$ cat config.mk
export PLATFORM = sky130hd
export DESIGN_NAME = alu_flag_latch
export DESIGN_NICKNAME = d
export VERILOG_FILES = /design/src/rtl/alu_flag_latch.sv
export SDC_FILE = /design/constraint.sdc
export NUM_CORES = 1
export LEC_CHECK = 0
export BUFFER_PORTS_ARGS = -buffer_cell sky130_fd_sc_hd__buf_2
export CORE_MARGIN = 2
export CORE_UTILIZATION = 55
export DETAILED_ROUTE_END_ITERATION = 7
export GPL_ROUTABILITY_DRIVEN = 0
export PLACE_DENSITY = 0.74
export REMOVE_ABC_BUFFERS = 1
export SETUP_SLACK_MARGIN = 0.4
export SLEW_MARGIN = 40
export SYNTH_ARGS = -nofsm -noshare
export SYNTH_HDL_FRONTEND = slang
export SYNTH_SLANG_ARGS = --single-unit
$ cat constraint.sdc
create_clock -name clk -period 3.6 [get_ports clk]
set_clock_uncertainty 0.05 [all_clocks]
set_input_delay 0.36 -clock clk [delete_from_list [all_inputs] [get_ports clk]]
set_output_delay 0.36 -clock clk [all_outputs]
set_load 0.02 [all_outputs]
$ cat src/rtl/alu_flag_latch.sv
// ALU flag latch: derives {C,N,Z} from an ALU result and shows each accepted
// result for HOLD_CYCLES cycles, with a one-entry buffer for a result arriving mid-hold.
module alu_flag_latch #(
  parameter int unsigned WIDTH       = 4,
  parameter int unsigned HOLD_CYCLES = 50_000_000
) (
  input  logic             clk,
  input  logic             rst_n,
  input  logic             in_valid,
  output logic             in_ready,
  input  logic [WIDTH-1:0] result,
  input  logic             carry_in,
  output logic [2:0]       flags_C_N_Z,
  output logic [2:0]       flags_raw,
  output logic             busy
);

  localparam int unsigned      CNT_W    = $clog2(HOLD_CYCLES + 1);
  localparam logic [CNT_W-1:0] CNT_LAST = CNT_W'(HOLD_CYCLES - 1);

  typedef enum logic {IDLE, HOLD} state_t;

  state_t           state;
  logic [CNT_W-1:0] cnt;
  logic             pend_valid;
  logic [WIDTH-1:0] pend_result;
  logic             pend_carry;

  logic       xfer;
  logic [2:0] in_raw;
  logic [2:0] pend_raw;

  function automatic logic [2:0] derive(input logic [WIDTH-1:0] r, input logic c);
    return {c, r[WIDTH-1], (r == '0)};
  endfunction

  // Priority C > N > Z; no flag set blanks the display.
  function automatic logic [2:0] onehot(input logic [2:0] raw);
    logic [2:0] code;
    code = 3'b000;
    if (raw[2])      code = 3'b100;
    else if (raw[1]) code = 3'b010;
    else if (raw[0]) code = 3'b001;
    return code;
  endfunction

  assign in_ready = ~pend_valid;
  assign busy     = (state == HOLD);
  assign xfer     = in_valid & ~pend_valid;
  assign in_raw   = derive(result, carry_in);
  assign pend_raw = derive(pend_result, pend_carry);

  always_ff @(posedge clk) begin
    if (!rst_n) begin
      state       <= IDLE;
      cnt         <= '0;
      pend_valid  <= 1'b0;
      pend_result <= '0;
      pend_carry  <= 1'b0;
      flags_C_N_Z <= 3'b000;
      flags_raw   <= 3'b000;
    end else begin
      case (state)
        IDLE: begin
          if (xfer) begin
            flags_raw   <= in_raw;
            flags_C_N_Z <= onehot(in_raw);
            cnt         <= '0;
            state       <= HOLD;
          end
        end
        HOLD: begin
          if (cnt != CNT_LAST) begin
            cnt <= cnt + CNT_W'(1);
            if (xfer) begin
              pend_result <= result;
              pend_carry  <= carry_in;
              pend_valid  <= 1'b1;
            end
          end else if (pend_valid) begin
            flags_raw   <= pend_raw;
            flags_C_N_Z <= onehot(pend_raw);
            pend_valid  <= 1'b0;
            cnt         <= '0;
          end else if (xfer) begin
            // Buffer is empty, so the new result goes straight to the display.
            flags_raw   <= in_raw;
            flags_C_N_Z <= onehot(in_raw);
            cnt         <= '0;
          end else begin
            flags_raw   <= 3'b000;
            flags_C_N_Z <= 3'b000;
            cnt         <= '0;
            state       <= IDLE;
          end
        end
        default: state <= IDLE;
      endcase
    end
  end

endmodule
== After elaboration in Yosys (flattened, before gate mapping) ==
Cells that the tools add are included.

* Output and inout port bits: 8
* Input port bits: 8
* Word-level logic and storage cells: 45
* Flip-flop bits (word level): 39

* Equal/unequal tests: 4
* Bitwise logic cells: 3
* Mux-type cells: 25
* Reductions and logical operators: 5
* Add/sub/neg operators: 1

{| class="wikitable"
|+ Operator list
! cell !! count
|-
| 2-to-1 mux 26 bit || 2
|-
| case mux 26 bit (2 select lines) || 1
|-
| 2-to-1 mux 3 bit || 11
|-
| adder 26 x 1 -> 26 bit, second input constant || 1
|-
| != test 26 bit, second input constant || 1
|-
| case mux 3 bit (2 select lines) || 2
|-
| zero test 4 bit || 2
|-
| 2-to-1 mux 1 bit || 7
|-
| != test 2 bit, second input constant || 3
|-
| AND reduction 2 bit || 2
|-
| AND reduction 3 bit || 1
|-
| 2-to-1 mux 2 bit || 1
|-
| NOT 1 bit || 2
|-
| case mux 1 bit (2 select lines) || 1
|-
| AND 1 bit || 1
|}

== Longest topological paths before layout ==
Gate-level depths: netlist of the first run.

* Depth after elaboration: 8
* Depth in mapped cells: 9
* Gate-level depth less buffers: 6

== Least setup slack after synthesis of the first run ==
Ideal clock, no wire load.

* Path kind: reg-to-reg
* From: register cnt[7]
* To: register cnt[2]
* Setup time: 134 ps
* Buffers on the path: 3
* Required time: 3416 ps
* Cell stages (with the launch flop): 9
* Clock period less this slack: 2289 ps
* Arrival time: 2105 ps
* Setup slack: 1311 ps
* Cells stage by stage: dfxtp_1 -> or4_1 -> or4_1 -> buf_4 -> o211a_1 -> buf_6 -> buf_8 -> a21oi_2 -> a31oi_1

* Cells in the longest elaborated chain, start to end: 3

{| class="wikitable"
|+ Ends and longest elaborated chain
! element !! RTL line !! source
|-
| start: declaration || 24 || <nowiki>logic [CNT_W-1:0] cnt;</nowiki>
|-
| start signal: assignment || 74 || <nowiki>cnt <= cnt + CNT_W'(1);</nowiki>
|-
| != test 26 bit || 73 || <nowiki>if (cnt != CNT_LAST) begin</nowiki>
|-
| 2-to-1 mux 26 bit || 73 ||
|-
| case mux 26 bit (2 select lines) || 63 || <nowiki>case (state)</nowiki>
|}

No other way between the ends.
A chain may end at the register's enable or synchronous reset.

== Worst setup path in the final report of the first run ==
* From: register cnt[0]
* To: register cnt[21]

* Cells in the longest elaborated chain, start to end: 3
* Elaborated cells on any way between the ends: 4
* Classes of those cells: add/sub (1); eq/ne (1); mux (2)

{| class="wikitable"
|+ Ends and longest elaborated chain
! element !! RTL line
|-
| adder 26 x 1 -> 26 bit / != test 26 bit (equally long branches) || 74, 73
|-
| 2-to-1 mux 26 bit (*) || 73
|-
| case mux 26 bit (2 select lines) (*) || 63
|}

Mark *: on every way between the ends. The rest lies on a longest branch, timed or not.

==> out/results.ini, run 1 <==
[routing]
drcViolationCount=0
drt_iter0_drc=169
vias=1777
firstDrtPassIters=4
via_per_inst=5.85
ant_nets=0
routedWlPerCell_microns=13.9
drt_wl_total_mm=4.24

[logic_synthesis]
ys_warn_count=0
synth_cell_types=48
netlist.top_cell.by_area=dfxtp_1
syn-instance-count=250
synth.avg_cell_area_sq_um=8.07
synth_top_cell_area_share_pct=37.7
ys_seq_elements=38
ys.flop_type=dfxtp_1
ys_seq_area_share_pct=37.7
synth_edf_count=0
syn_area_sq_mm=0.00202
ys_top_cells_by_area=dfxtp_1 (38%), nand3_1 (6.5%), nand2_1 (6.0%)
synthArstFlopShare_pct=0

[worst_setup_path]
slowest_delay_ns=0.74
required_ns=3.78
slowest_stage=or4_1
r2r_cells=6
critPathKind=reg2reg
critPathTopFamily=simple AND/OR/NAND/NOR gates
r2r-end=cnt[21]
worst-path-max-fanout=27
cp.arrival_ns=2.81
worst-path-buf-inv=0
r2r-start=cnt[0]
cp_cell_sequence=ha_1, nand3_1, or4_1, o211a_2, a41oi_1, a31oi_1
crit_path_end_kind=flop
rrSetupSlack_ns=0.97
cp-start-kind=flop

[cts]
numCtsBuffers=5
htree_levels=2
clk_path_buf_depth=2
path_clk_slew_ns=0.12
postCtsSetupRepairBufs=0
clock-root-buffer=clkbuf_4
cts_tree=built
postCtsHoldBufs=0
clock_sinks=38
cts_resized=0
clock_latency_ns=0.35

[worst_hold_path]
hold_path_end=pend_result[2]
hold_start=result[2]
hold_class=in2reg
whs_path_depth=3

[sta]
drv_slew=0
setup_ws_ns=0.970
holdWs_ns=0.215
rsz0062_at_grt=false
period_share_pct=73.0
max_slew.worst_pin.slew_ns=0.639
min_period_ns=2.63
fin_setup_tns_ns=0
hold_violations=0
setup_violations=0
max_slew_margin_pct=57.4
fmax_ghz=0.380

[placed_design]
dpl_worst_slack_ns=1.01
post_dp_cell_area_sq_mm=0.00207
place.port_buffers=15
dpl.hpwl_mm=2.91

[floorplan]
fp.dieH_microns=64.6
ioPinCount=16
initial_core_util_pct=59.0
die_area_sq_mm=0.00417
die_x_microns=64.6
core_area_sq_mm=0.00342
placementRows=21

[final_layout]
fin_area_sq_mm=0.00215
final_nets=266
seq_area_sq_um=761
n_fill_cell=313
syn_to_final_growth_pct=6.58
layout_common_cells=dfxtp_1 (38), nand2_1 (32), nand3_1 (26)
drive_gt1_share_pct=15.5
insertedDiodeCount=0
layout_commonest_cell=dfxtp_1
multiInputGateArea_sq_mm=0.00113

[job]
maxCapViolCount=0

[global_route]
grt_antenna_before_repair=0
grtUsageTotal_pct=21.7
grt_pass1_vias=1586
overflow=0
grt_pass1_wl_mm=7.20
grt_max_degree=29

[power]
ir_worst_vdd_uv=310
power_density_mw_per_mm2=383
p_leak_nw=0.747

[status]
status=complete, no violations

==> how the worst max path moves through the flow <==
stage                 from      end  slack, ns  cells past startpoint
finish              cnt[0]  cnt[21]       0.97                      6
detailed placement  cnt[0]  cnt[21]       1.01                      6
global placement    cnt[7]  cnt[14]       0.82                      5
floorplan           cnt[7]  cnt[12]       1.05                      5
CTS                 cnt[7]  cnt[12]       0.99                      5
global route        cnt[0]  cnt[21]       0.82                      6
==> synthesized netlist by cell type, drive strengths merged, types with 5 or more instances <==
library cell,number
nand4,9
o21ai,21
or3,10
nand2,32
clkbuf,9
nor4,5
nor2,8
a31oi,9
inv,12
a21oi,15
o211a,5
dfxtp,38
buf,7
nand3,26
==> sequential cells by signal, summed over array words and instances, names as in the netlist <==
register / flops
flags_raw: 2
pend_valid: 1
busy: 1
flags_C_N_Z: 3
pend_result: 4
pend_carry: 1
cnt: 26
==> power breakdown <==
part	total (mW)	internal (mW)	switching, mW
logic	0.0884	0.0306	0.0578
registers	0.444	0.431	0.0128
clock network	0.290	0.144	0.146
total	0.823	0.606	0.217
==> worst register-to-register path: cells and delay by family (launching register included) <==
family,cells,cell delay (ns)
adders and majority gates,1,0.22
and+or+nand+nor,2,0.96
DFF,1,0.40
AOI/OAI and AO/OA,3,0.90
==> metrics by stage <==
stage | instances | total power [mW] | utilization (%)
finish | 304 | 0.823 | 62.9
detailed placement | 296 | 0.541 | 60.5
global placement | 296 | 0.540 | 60.3
global route | 304 | 0.861 | 62.9
CTS | 304 | 0.829 | 62.7
floorplan | 234 | 0.509 | -
==> kinds of logic (layout without fill, tap and decap cells) <==
family	after synthesis	after routing	synth area share (%)
and+or+nand+nor	114	114	29.7
AOI/OAI and AO/OA	64	64	22.6
DFF	38	38	37.7
buffers and inverters	28	36	7.07
xor gates and xnor gates	4	4	1.74
adders and majority gates	1	1	0.620
muxes	1	1	0.496
==> metal layers <==
metal | global-route usage (%) | wire length [microns] | vias to the layer above
met2 | 34.0 | 1900 | 46
li1 | - | - | 927
met4 | 7.71 | 48 | 0
met1 | 28.1 | 2060 | 799
met5 | 0 | 0 | -
met3 | 6.94 | 237 | 5
==> layout make-up <==
cell class,count,share of cell area [%]
repair buffers,16,3.84
clock inverters,3,1.86
inverters,12,2.10
multi-input cells,184,52.4
flip-flops and latches,38,35.4
well taps,46,2.68
clock buffers,5,1.75
Power figures use the tool's default switching activity.
==> run 2, diff against run 1 <==
clock period = 2.6 ns   (was 3.6 ns; I/O delays follow)
==> run 2 against run 1 <==
Compared with the run above:
- register-to-register slack got worse by 0.64 ns
- final area increased by 11%
- hold slack got worse by 0.11 ns
- die area unchanged
- combinational power increased by 67%
- global-route usage increased by 1.9 points
- critical endpoint is now flags_raw[0]
==> out/results.ini, run 2 (synthesis results as in run 1) <==
[status]
status=complete, no violations

[worst_setup_path]
crit_path_end_kind=flop
cp-start-kind=flop
critPathKind=reg2reg
required_ns=2.83  ; -0.95 ns
worst-path-max-fanout=5  ; -81%
cp.arrival_ns=2.50  ; -0.31 ns

[final_layout]
top_regs=cnt x26, pend_result x4, flags_C_N_Z x3
final_core_util_pct=69.6  ; +6.7 points
instances_no_fill=318  ; +4.6%
final_nets=280  ; +5.3%
insertedDiodeCount=0  ; unchanged
syn_to_final_growth_pct=17.9
drive_gt1_share_pct=24.3  ; +8.8 points
regMostFlops=cnt
n_fill_cell=278  ; -11%
seq_area_sq_um=776  ; +2.0%
multiInputGateArea_sq_mm=0.00117  ; +4.3%
fin_area_sq_mm=0.00238  ; +11%
largest_reg_flops=26  ; unchanged
layout_common_cells=nand2_1 (32), dfxtp_1 (32), nand3_1 (26)

[cts]
postCtsHoldBufs=0  ; unchanged
clk_path_buf_depth=2  ; unchanged
clock_sinks=38  ; unchanged
path_clk_slew_ns=0.11  ; about the same
numCtsBuffers=5  ; unchanged
clock_latency_ns=0.35  ; about the same
htree_levels=2  ; unchanged
clock-root-buffer=clkbuf_4
cts_tree=built

[worst_hold_path]
hold_class=in2reg

[sta]
max_slew.worst_pin.slew_ns=0.632  ; -0.00651 ns
min_period_ns=2.27  ; -0.360 ns
max_slew_margin_pct=57.9  ; +0.43 points
drv_slew=0  ; unchanged
hold_violations=0  ; unchanged
period_share_pct=87.3  ; +14 points
setup_violations=0  ; unchanged
fin_setup_tns_ns=0  ; unchanged
rsz0062_at_grt=true
fmax_ghz=0.441  ; +16%

[routing]
routedWlPerCell_microns=14.4  ; +3.6%
drt_wl_total_mm=4.59  ; +8.3%
drt_iter0_drc=176  ; +4.1%
firstDrtPassIters=4  ; unchanged
vias=1914  ; +7.7%
drcViolationCount=0  ; unchanged
via_per_inst=6.02  ; +3.0%
ant_nets=0  ; unchanged

[power]
power_mw=1.14  ; +39%
ir_worst_vdd_uv=298  ; -3.7%
power_density_mw_per_mm2=481  ; +26%
p_leak_nw=0.846  ; +13%

[floorplan]
fp.dieH_microns=64.6  ; unchanged
ioPinCount=16  ; unchanged
die_area_sq_mm=0.00417  ; unchanged
core_area_sq_mm=0.00342  ; unchanged
die_x_microns=64.6  ; unchanged
placementRows=21  ; unchanged
initial_core_util_pct=59.0  ; unchanged

[placed_design]
dp_cells=303  ; +2.4%
dpl.hpwl_mm=2.88  ; -1.0%
place.port_buffers=15  ; unchanged
post_dp_cell_area_sq_mm=0.00211  ; +2.2%

[global_route]
overflow=0  ; unchanged
grt_pass1_vias=1730  ; +9.1%
grt_antenna_before_repair=0  ; unchanged
grt_pass1_wl_mm=7.81  ; +8.5%
grt_max_degree=29  ; unchanged
grtUsageTotal_pct=23.6  ; +1.9 points

[job]
maxCapViolCount=0  ; unchanged

==> run 2: cell types whose count changed in the layout (fill, tap and decap cells not counted), moves of 3 or more <==
cell / change
clkbuf_8: +3
dfxtp_4: +3
a41oi_1: -3
dfxtp_1: -6
dfxtp_2: +3
buf_4: +9
a41oi_2: +3
==> run 2: where the power goes <==
group	switching, mW	internal, mW
registers	0.0183	0.594
clock network	0.198	0.185
logic	0.0857	0.0625
total	0.302	0.841
==> run 2: cell type report <==
| type | count | share of cell area [%] |
|---|---|---|
| clock buffers | 8 | 3.32 |
| inverters | 12 | 1.89 |
| multi-input cells | 184 | 49.4 |
| flip-flops and latches | 38 | 32.6 |
| well taps | 46 | 2.42 |
| repair buffers | 30 | 10.3 |
==> run 2: metal layers <==
layer	track usage [%]	share of wire, %
met1	30.5	45
met2	38.3	47
met3	5.21	5.4
met4	9.57	2.5
met5	0	0
==> run 2: worst max-delay path: stages (launching register included) <==
cell and delay [ns]:
dfxtp_4 0.36, or4bb_1 0.50, or4_4 0.52, buf_6 0.16, o21ai_4 0.20, and2_4 0.21, mux2i_1 0.20
==> run 2: worst paths after layout <==
kind,depth (start not counted),slack (ns),startpoint,to
setup / recovery,6,0.33,cnt[16],flags_raw[0]
hold / removal,3,0.10,result[2],pend_result[2]
setup reg to reg,6,0.33,cnt[16],flags_raw[0]
hold reg to reg,2,0.43,pend_result[2],pend_result[2]
==> run 2: repair_timing <==
action / in CTS / in global routing
endpoints found under the setup margin: 34 / 31
cloned: 1 / 1
setup buffers: 4 / 1
pin swaps: 4 / 4
gates resized for setup: 21 / 6
==> run 2: through the flow <==
step	setup WS, ns	hold slack [ns]
after CTS	0.362	0.103
after global placement	0.253	0.392
final	0.330	0.105
after global routing	0.262	0.128
after floorplan	0.0544	0.332
after detailed placement	0.209	0.415
==> run 3, diff against run 2 <==
--- a/config.mk
+++ b/config.mk
@@ -7,2 +7,3 @@
 export LEC_CHECK = 0
+export ABC_AREA = 1
 export BUFFER_PORTS_ARGS = -buffer_cell sky130_fd_sc_hd__buf_2
==> constraint.sdc (replaced) <==
create_clock -name clk -period 2.6 [get_ports clk]
set_clock_uncertainty 0.05 [all_clocks]
set_input_delay 0.52 -clock clk [delete_from_list [all_inputs] [get_ports clk]]
set_output_delay 0.52 -clock clk [all_outputs]
set_load 0.02 [all_outputs]
==> run 3 against run 2 <==
Compared with the run above:
- sequential power shrank 0.8%
- first-iteration DRC count shrank 1.1%
- register-to-register slack gained 0.35 ns
- combinational power shrank 7%
- die area grew 16%
- final cell count grew 32%
- non-clock buffer count shrank 12
- via count grew 19%
- highest routed layer unchanged
==> out/results.ini, run 3 <==
[status]
status=complete, no violations

[routing]
firstDrtPassIters=4  ; unchanged
drt_iter0_drc=174  ; -1.1%
vias=2271  ; +19%
drcViolationCount=0  ; unchanged
routedWlPerCell_microns=12.6  ; -13%
drt_wl_total_mm=5.32  ; +16%
ant_nets=0  ; unchanged
via_per_inst=5.39  ; -10%

[global_route]
grt_max_degree=29  ; unchanged
grt_pass1_wl_mm=9.24  ; +18%
grt_pass1_vias=2056  ; +19%
grtUsageTotal_pct=23.2  ; -0.41 points
overflow=0  ; unchanged
grt_antenna_before_repair=0  ; unchanged

[final_layout]
regMostFlops=cnt
final_nets=379  ; +35%
seq_area_sq_um=761  ; -1.9%
syn_to_final_growth_pct=8.03
layout_common_cells=nand2_1 (106), nor2_1 (38), dfxtp_1 (38)
layout_commonest_cell=nand2_1
drive_gt1_share_pct=17.8  ; -6.5 points
top_regs=cnt x26, pend_result x4, flags_C_N_Z x3
multiInputGateArea_sq_mm=0.00141  ; +20%
largest_reg_flops=26  ; unchanged
insertedDiodeCount=0  ; unchanged
n_fill_cell=398  ; +43%
final_core_util_pct=62.6  ; -7.0 points

[logic_synthesis]
ys.flop_type=dfxtp_1
syn-instance-count=355  ; +42%
ys_warn_count=0  ; unchanged
netlist.top_cell.by_area=dfxtp_1
synth_top_cell_area_share_pct=32.1  ; -5.6 points
ys_seq_area_share_pct=32.1  ; -5.6 points
yosysMostFrequentCell=nand2_1
syn_area_sq_mm=0.00237  ; +17%
synth_commonest_cells=nand2_1 (106), dfxtp_1 (38), nor2_1 (38)
synthArstFlopShare_pct=0  ; unchanged
synth.avg_cell_area_sq_um=6.68  ; -17%
synth_cell_types=36  ; -25%
synth_edf_count=0  ; unchanged
ys_seq_elements=38  ; unchanged
ys_top_cells_by_area=dfxtp_1 (32%), nand2_1 (17%), a21oi_1 (6.8%)

[cts]
clock-root-buffer=clkbuf_8
path_clk_slew_ns=0.08  ; -0.03 ns
htree_levels=2  ; unchanged
postCtsSetupRepairBufs=0  ; -4
clock_sinks=38  ; unchanged
cts_tree=built
clock_latency_ns=0.30  ; -0.05 ns
numCtsBuffers=5  ; unchanged
postCtsHoldBufs=0  ; unchanged
clk_path_buf_depth=2  ; unchanged
cts_resized=0  ; -100%

[worst_setup_path]
critPathKind=reg2reg
rrSetupSlack_ns=0.68  ; +0.35 ns
cp-start-kind=flop
slowest_stage=dfxtp_1
slowest_delay_ns=0.35  ; -0.17 ns
cp_cell_sequence=ha_1, nand2_1, inv_1, nand3_4, nor2_4, nor2_4, buf_4, o21ai_0, a21oi_1
cp_common_cell=nor2_4
crit_path_end_kind=flop
worst-path-buf-inv=2  ; +1
required_ns=2.77  ; -0.06 ns
critPathTopFamily=simple AND/OR/NAND/NOR gates
worst-path-max-fanout=16  ; +11
cp.arrival_ns=2.09  ; -0.41 ns

[sta]
max_slew.worst_pin.slew_ns=0.511  ; -0.121 ns
setup_violations=0  ; unchanged
period_share_pct=73.7  ; -14 points
hold_violations=0  ; unchanged
fmax_ghz=0.522  ; +18%
min_period_ns=1.92  ; -0.354 ns
rsz0062_at_grt=false
drv_slew=0  ; unchanged
max_slew_margin_pct=65.9  ; +8.0 points
holdWs_ns=0.436  ; +0.331 ns
fin_setup_tns_ns=0  ; unchanged

[floorplan]
core_area_sq_mm=0.00409  ; +20%
die_area_sq_mm=0.00485  ; +16%
ioPinCount=16  ; unchanged
placementRows=23  ; +9.5%
initial_core_util_pct=58.0  ; -1.1 points
die_x_microns=69.6  ; +7.9%
fp.dieH_microns=69.6  ; +7.9%

[worst_hold_path]
hold_class=reg2reg

[job]
maxCapViolCount=0  ; unchanged

[power]
power_mw=1.17  ; +2.7%
power_density_mw_per_mm2=459  ; -4.6%
p_leak_nw=1.02  ; +21%
ir_worst_vdd_uv=329  ; +10%

[placed_design]
dpl.hpwl_mm=3.89  ; +35%
place.port_buffers=15  ; unchanged

-- run 3: changes by cell type in the layout (fill, tap and decap cells not counted), sizes merged, moves of 10 or more --
cell,delta
a21oi,+21
buf,-11
inv,+19
nand2,+80
nand3,+16
nor2,+43
o21ai,-15
or3,-10
-- run 3: worst register-to-register path: stages (launching register included) --
cell	delay [ns]
dfxtp_1	0.35
ha_1	0.24
nand2_1	0.12
inv_1	0.10
nand3_4	0.10
nor2_4	0.05
nor2_4	0.26
buf_4	0.32
o21ai_0	0.13
a21oi_1	0.15
-- run 3: stage by stage --
stage / setup slack [ns] / instance area (sq um) / instances
6_report: 0.684 / 2560 / 421
5_1_grt: 0.569 / 2560 / 421
4_1_cts: 0.700 / 2560 / 421
3_5_place_dp: 0.720 / 2470 / 413
3_3_place_gp: 0.802 / 2470 / 413
2_1_floorplan: 0.835 / 2310 / 345
-- run 3: power by group --
| group | leakage (nW) | switching (mW) | internal [mW] | total (mW) |
|---|---|---|---|---|
| logic | 0.664 | 0.0937 | 0.0445 | 0.138 |
| clock network | 0.0482 | 0.215 | 0.214 | 0.429 |
| registers | 0.308 | 0.0110 | 0.596 | 0.607 |
-- run 3: area by class of cell --
type | instances | share of cell area, %
clock inverter | 1 | 0.196
sequential | 38 | 29.7
timing repair buffer | 18 | 3.81
multi-input combinational | 275 | 55.2
inverter | 32 | 5.23
tap | 50 | 2.44
clock buffer | 7 | 3.37
-- run 3: logic make-up after synthesis --
group | Yosys count | share of synthesized area (%)
adders and majority gates | 1 | 0.528
xor gates and xnor gates | 6 | 2.22
and+or+nand+nor | 217 | 44.5
AOI/OAI and AO/OA | 51 | 12.5
buffers and inverters | 42 | 8.24
DFF | 38 | 32.1
-- run 3: worst paths after layout --
path                            cells after the start          from           end
worst max register to register                      9        cnt[0]        cnt[7]
worst min-delay path                                2  flags_raw[0]  flags_raw[0]
worst min register to register                      2  flags_raw[0]  flags_raw[0]
worst max-delay path                                9        cnt[0]        cnt[7]
-- run 3: metal layers --
| metal | up-vias | track usage (%) | share of wire [%] |
|---|---|---|---|
| li1 | 1169 | - | - |
| met1 | 1033 | 30.8 | 46 |
| met2 | 59 | 37.7 | 48 |
| met3 | 10 | 4.80 | 5.0 |
| met4 | 0 | 7.69 | 1.5 |
| met5 | - | 0 | 0 |
